==> config.mk <==
export PLATFORM = sky130hd
export DESIGN_NAME = bit_packer
export DESIGN_NICKNAME = d
export VERILOG_FILES = /design/src/rtl/bit_packer.sv
export SDC_FILE = /design/constraint.sdc
export NUM_CORES = 1
export LEC_CHECK = 0
export ABC_AREA = 1
export CAP_MARGIN = 25
export CORE_UTILIZATION = 52
export DETAILED_ROUTE_END_ITERATION = 8
export PLACE_DENSITY = 0.76
export SYNTH_ARGS = -nofsm -noshare
export SYNTH_HDL_FRONTEND = slang
export SYNTH_SLANG_ARGS = --single-unit
==> constraint.sdc <==
create_clock -name clk -period 1.9 [get_ports clk]
set_input_delay 0.38 -clock clk [delete_from_list [all_inputs] [get_ports clk]]
set_output_delay 0.38 -clock clk [all_outputs]
set_load 0.005 [all_outputs]
==> src/rtl/bit_packer.sv <==
// Packs a 1-bit Mealy output stream into W-bit words behind a 2-entry valid/ready buffer.
// Optional per-word parity output enabled by defining BIT_PACKER_PARITY_EN.
module bit_packer #(
  parameter int W = 8
) (
  input  logic                     clk,
  input  logic                     rst,
  input  logic                     bit_in,
  input  logic                     bit_valid,
  input  logic                     cont_in,
  output logic [W-1:0]             word_out,
  output logic [$clog2(W+1)-1:0]   word_nbits,
  output logic                     word_last,
  output logic                     word_valid,
  input  logic                     word_ready,
`ifdef BIT_PACKER_PARITY_EN
  output logic                     word_par,
`endif
  output logic                     overflow
);

  localparam int CW = $clog2(W+1);

  typedef enum logic [1:0] {S_RUN, S_FLUSH, S_DONE} state_t;

  state_t          state_q, state_d;
  logic [W-1:0]    sr_q, sr_d;
  logic [CW-1:0]   cnt_q, cnt_d;
  logic            ovf_q, ovf_d;
  logic            head_q, head_d;
  logic [1:0]      count_q, count_d;
  logic [W-1:0]    word_mem_q [2];
  logic [W-1:0]    word_mem_d [2];
  logic [CW-1:0]   nbits_mem_q [2];
  logic [CW-1:0]   nbits_mem_d [2];
  logic            last_mem_q [2];
  logic            last_mem_d [2];
`ifdef BIT_PACKER_PARITY_EN
  logic            par_mem_q [2];
  logic            par_mem_d [2];
`endif

  logic            pop, full, push, tail;
  logic [W-1:0]    push_word;
  logic [CW-1:0]   push_nbits;
  logic            push_last;

  always_comb begin
    state_d     = state_q;
    sr_d        = sr_q;
    cnt_d       = cnt_q;
    ovf_d       = ovf_q;
    word_mem_d  = word_mem_q;
    nbits_mem_d = nbits_mem_q;
    last_mem_d  = last_mem_q;
`ifdef BIT_PACKER_PARITY_EN
    par_mem_d   = par_mem_q;
`endif
    push        = 1'b0;
    push_word   = '0;
    push_nbits  = '0;
    push_last   = 1'b0;
    pop         = (count_q != 2'd0) && word_ready;
    full        = (count_q == 2'd2);

    case (state_q)
      S_RUN: begin
        // A falling continue flag wins over any bit presented in the same cycle.
        if (!cont_in) begin
          state_d = S_FLUSH;
        end else if (bit_valid) begin
          sr_d  = {sr_q[W-2:0], bit_in};
          cnt_d = cnt_q + CW'(1);
          if (cnt_q == CW'(W-1)) begin
            sr_d  = '0;
            cnt_d = '0;
            if (full && !pop) begin
              ovf_d = 1'b1;
            end else begin
              push       = 1'b1;
              push_word  = {sr_q[W-2:0], bit_in};
              push_nbits = CW'(W);
            end
          end
        end
      end
      S_FLUSH: begin
        // The final word must never be lost, so wait for room instead of dropping.
        if (!full || pop) begin
          push       = 1'b1;
          push_word  = sr_q << (W - int'(cnt_q));
          push_nbits = cnt_q;
          push_last  = 1'b1;
          state_d    = S_DONE;
        end
      end
      default: ;
    endcase

    // With two slots the tail is the head when empty or full, the other slot otherwise.
    tail = head_q ^ count_q[0];
    if (push) begin
      word_mem_d[tail]  = push_word;
      nbits_mem_d[tail] = push_nbits;
      last_mem_d[tail]  = push_last;
`ifdef BIT_PACKER_PARITY_EN
      par_mem_d[tail]   = ^push_word;
`endif
    end
    head_d  = head_q ^ pop;
    count_d = count_q + {1'b0, push} - {1'b0, pop};
  end

  always_ff @(posedge clk or negedge rst) begin
    if (!rst) begin
      state_q     <= S_RUN;
      sr_q        <= '0;
      cnt_q       <= '0;
      ovf_q       <= 1'b0;
      head_q      <= 1'b0;
      count_q     <= 2'd0;
      word_mem_q  <= '{default: '0};
      nbits_mem_q <= '{default: '0};
      last_mem_q  <= '{default: 1'b0};
`ifdef BIT_PACKER_PARITY_EN
      par_mem_q   <= '{default: 1'b0};
`endif
    end else begin
      state_q     <= state_d;
      sr_q        <= sr_d;
      cnt_q       <= cnt_d;
      ovf_q       <= ovf_d;
      head_q      <= head_d;
      count_q     <= count_d;
      word_mem_q  <= word_mem_d;
      nbits_mem_q <= nbits_mem_d;
      last_mem_q  <= last_mem_d;
`ifdef BIT_PACKER_PARITY_EN
      par_mem_q   <= par_mem_d;
`endif
    end
  end

  assign word_valid = (count_q != 2'd0);
  assign word_out   = word_valid ? word_mem_q[head_q]  : '0;
  assign word_nbits = word_valid ? nbits_mem_q[head_q] : '0;
  assign word_last  = word_valid ? last_mem_q[head_q]  : 1'b0;
`ifdef BIT_PACKER_PARITY_EN
  assign word_par   = word_valid ? par_mem_q[head_q]   : 1'b0;
`endif
  assign overflow   = ovf_q;

endmodule
Word-level counts from Yosys, hierarchy flattened
Cells that the tools add are included.

operators by class
  $add $sub $neg = 4
  order comparisons = 3
  equal/unequal tests = 5
  shift operators = 1
  mux-type cells = 45
  bitwise gates (word level) = 4
  reductions and logical operators = 12

operators with widths
  kind                   number
  $mux W8                11
  $mux W4                11
  $shl A8 B32 Y8         1
  $bwmux W16             1
  $pmux W8 S2            1
  $mux W1                11
  $bwmux W8              1
  $demux W8 S1           1
  $pmux W4 S2            1
  $reduce_and A3 Y1      2
  $reduce_and A5 Y1      1
  $sub A4 B4 Y5 const A  1
  $add A4 B1 Y4 const B  1
  $demux W4 S1           1
  $eq A4 B3 Y1 const B   1
  $ge A2 B2 Y1 const B   2
  $mux W2                2
  $ne A2 B2 Y1 const B   2
  $not A1 Y2             2
  $pmux W2 S2            1
  $reduce_bool A2 Y1     2
  $logic_and A1 B1 Y1    3
  $add A2 B1 Y2          1
  $bwmux W2              1
  other kinds (10)       12

storage, ports and cells
  register bits after elaboration = 44
  output and inout bits = 15

Logic depth before layout (Yosys ltp)
  depth in word-level cells = 11
  depth in mapped cells = 13
  mapped depth without buffers = 12

Worst setup path after synthesis
No wires, ideal clock.

  path kind = flip-flop to flip-flop
  from = register cnt_q[0]
  to = register word_mem_q[11] (netlist name)
  setup time = 0.116 ns
  arrival = 1.603 ns
  data required time = 1.784 ns
  setup slack = 0.180 ns
  cell stages (with the launch flop) = 12
  buffers on the path = 1
  cells stage by stage = dfrtp_1 > inv_1 > buf_2 > ha_1 > xnor2_1 > inv_1 > nand3_1 > inv_1 > nand2_1 > o21ai_0 > nand2_1 > nand2_1

between the ends
  longest elaborated chain between the ends = 6

ends and longest elaborated chain
  item                                                   RTL line  source
  start: declaration                                     28        logic [CW-1:0] cnt_q, cnt_d;
  start signal: assignment                               131       cnt_q <= cnt_d;
  branches (longest 6 deep; another with $sub A4 B4 Y5)  -
  end signal: assignment                                 135       word_mem_q <= word_mem_d;
  end: declaration                                       32        logic [W-1:0] word_mem_q [2];

Parallel ways; which one is timed is not known.
A chain may end at the register's enable or synchronous reset.

Final worst setup path
  from = register head_q
  to = output word_out[7]

between the ends
  longest elaborated chain between the ends = 5

ends and longest elaborated chain
  item                                        RTL line  source
  start: declaration                          30        logic head_q, head_d;
  start signal: assignment                    120       head_q <= 1'b0;
  start signal: assignment                    133       head_q <= head_d;
  $not A1 Y2 (not written as such)            145       assign word_out = word_valid ? word_mem_q[head_q] : '0;
  $mux W8 (not written as such) (3 in a row)  145
  $mux W8                                     145
  end: declaration                            11        output logic [W-1:0] word_out,

Every way passes these cells. The select of a mux whose other input is x is not followed.

==> impl_results.md <==
- Crit path max-delay cell type: dfrtp_2
- GR Util All Layers: 0.246
- Initial core utilization: 0.547
- PwrDens: 879 mW/mm^2
- Logic pwr share: 0.313
- DR top layer: met4
- Placed wire-length estimate: 3.80 mm
- Final core occ: 0.676
- Post-synthesis cell area: 0.00241 mm^2
- Final-report hold violation count: 0
- P&R area growth vs syn: 23.7%
- Period utilisation layout: 0.965
- Synth area leader: dfrtp_1
- Routability cong.: 0.922
- Relative slew slack: 0.646
- Delay-heaviest family, CP: buffers and inverters
- Post-Place Cells: 398
- Total CTS buffers: 5
- Arr. time, crit path: 1.45 ns
- Crit end category: primary output
- Setup TNS: 0 ns
- RSZ-0062 raised after global routing: false
- Mapped Nets: 326
- Worst-path fanout max: 6
- Seq/Total Area, Yosys: 0.456
- Critical path class: flop to primary output
- Final hold slack: 0.0462 ns
- CP Launch Type: flop
- Initial antenna violation count: 0
- Worst reg2reg path depth: 9
- Reg power frac: 0.395
- Met1 wire length: 2.61 mm
- Share of cells above drive strength 1: 0.206
- Cells after Synth: 316
- Register bit total from synthesis: 44
- Die area: 0.00492 mm^2
- Synth top area share: 0.456
- DR vias: 2188
- # nets final: 373
- Number of global-route vias before repair: 2071
- R2r startpoint: head_q
- Tmin final: 1.83 ns
- Crit path cell chain: buf_6, buf_4, nand2_1, a21oi_1, dlygate4sd2_1
- DR DRC count: 0
- Distinct cells, synth: 30
- CTS tree: yes
- Max frequency: 545 MHz
- Iteration-0 DRC Markers: 148
- Die X: 70.1 um
- Die Y: 70.1 um
- Worst-Margin Slew: 0.531 ns
- Largest net degree at the start of global routing: 24
- Clock share of power: 0.292
- Min-Delay Path Class: input pin to async pin
- Pint: 1.82 mW
- Clk_lat worst skew: 0.30 ns
- Worst Clk Skew: 0.00707 ns
- CTS HTree Levels: 2
- Fill cells: 366
- Leakage: 1.57 nW
- FF-to-FF setup slack: 0.16 ns
- Delay of the slowest cell on the worst path: 0.46 ns
- CTS root buf: clkbuf_8
- Buf/Inv on CP: 3
- CTS Buffer Depth: 2
- Hold buffer count at cts: 0
- Reg2reg end: nbits_mem_q[7]
- Iteration count of the initial detailed-routing pass: 5
- Metal2 WL: 2.72 mm
- Overall Power: 2.63 mW
- Final setup violation count: 0
- Wire per inst: 13.5 um
- Maximum VDD drop: 0.494 mV
- Port Buffers: 20
- Core area: 0.00441 mm^2
- CP required: 1.52 ns
- Avg Inst Size Synth: 7.64 um^2
- P_sw: 0.809 mW
- Routed vias/inst: 5.26
- YS warnings: 0
- N_diodes: 0
- Main area contributors after synthesis: dfrtp_1 (46%), nand2_1 (18%), inv_1 (3.7%)
- First-pass GRT wire length: 9.48 mm
- Routed Antenna Nets: 0
- Row count: 24
- Switching fraction of total power: 0.308
- Clock slew at reported path FFs: 0.09 ns
- Outcome: complete, no violations
- Maxcap violations: 0
- Max Slew Vio Count: 0
- Non-filler cells, final: 416
- Drt total wl: 5.61 mm
- CTS sink count: 44
- Crit path from: head_q
- Io pins: 21
- Congestion Overflow GR: 0
- Routed wl met3: 203 um
==> layout by cell type (no fill, tap or decap), types with 7 or more instances in the layout <==
cell type        n
inv_2            8
buf_4           26
dfrtp_1         43
dlygate4sd2_1   11
o22ai_1          8
a21oi_1         16
nor2_1          15
nand3_1         15
nand2_1        116
inv_1           23
o21ai_0         16
o21ai_1          7
nand2_2         12
==> cell families (layout without fill, tap and decap cells) <==
logic type                 count (synthesis)  count (layout)  share of synthesized area
DFF                                       44              44                      0.456
and+or+nand+nor                          170             170                      0.318
buffers and inverters                     42              90                     0.0736
xor gates and xnor gates                   6               6                     0.0218
adders and majority gates                  4               4                     0.0207
AOI/OAI and AO/OA                         50              50                      0.110
==> power groups by stage <==
stage          logic [mW]  clock network (mW)  registers [mW]
3_3_place_gp        0.630                   0            1.05
3_5_place_dp        0.632                   0            1.05
6_report            0.821               0.766            1.04
2_1_floorplan       0.379                   0            1.04
4_1_cts             0.779               0.775            1.03
5_1_grt             0.902               0.805            1.04
==> timing repair <==
action,4_1_cts,5_1_grt
setup endpoints to repair,13,11
setup buffers,6,2
hold endpoints to repair,0,0
gates resized for setup,24,7
gates cloned,2,0
==> final cells by class <==
| class | instances | area, um^2 | share of cell area |
|---|---|---|---|
| multi-input cells | 230 | 1150 | 0.386 |
| inverters | 32 | 125 | 0.0419 |
| flip-flops and latches | 44 | 1100 | 0.369 |
| clock buffers | 6 | 82.6 | 0.0277 |
| well taps | 52 | 65.1 | 0.0218 |
| repair buffers | 50 | 420 | 0.141 |
| clock inverters | 2 | 38.8 | 0.0130 |
==> worst max-delay path by stage <==
| stage | to | slack, ns | cells after the start |
|---|---|---|---|
| after floorplan | word_mem_q[11] | 0.18 | 11 |
| after global placement | count_q[1] | -0.09 | 10 |
| after detailed placement | count_q[1] | -0.12 | 10 |
| after CTS | word_out[1] | 0.02 | 6 |
| after global routing | word_nbits[0] | 0.02 | 4 |
| final | word_out[7] | 0.07 | 5 |
==> registers in the layout (all words and copies together), names as in the netlist <==
register,count
overflow,1
sr_q,8
nbits_mem_q,8
state_q,2
word_mem_q,16
head_q,1
cnt_q,4
count_q,2
last_mem_q,2
==> cell usage after synthesis (all sizes together) <==
cell type    n
nand3       15
xnor2        4
o31ai        1
clkbuf       1
xor2         2
nand4        3
o21ai       23
a21oi       17
nor4         1
a21o         1
dfrtp       44
ha           4
nand3b       1
nor3         1
buf          9
clkinv       1
inv         31
nor2        19
or2          1
o22ai        8
nand2      129
==> per-stage QoR <==
stage          area, um^2  setup slack, ns
6_report             2990           0.0662
2_1_floorplan        2410            0.180
3_5_place_dp         2780           -0.121
5_1_grt              2990           0.0163
3_3_place_gp         2780          -0.0857
4_1_cts              2970           0.0155
==> layer usage <==
metal | up-vias | track usage
met2 | 46 | 0.403
met3 | 8 | 0.0433
li1 | 1103 | -
met1 | 1031 | 0.324
met5 | - | 0
met4 | 0 | 0.0978
No activity file was read; power rests on OpenSTA's default activity.
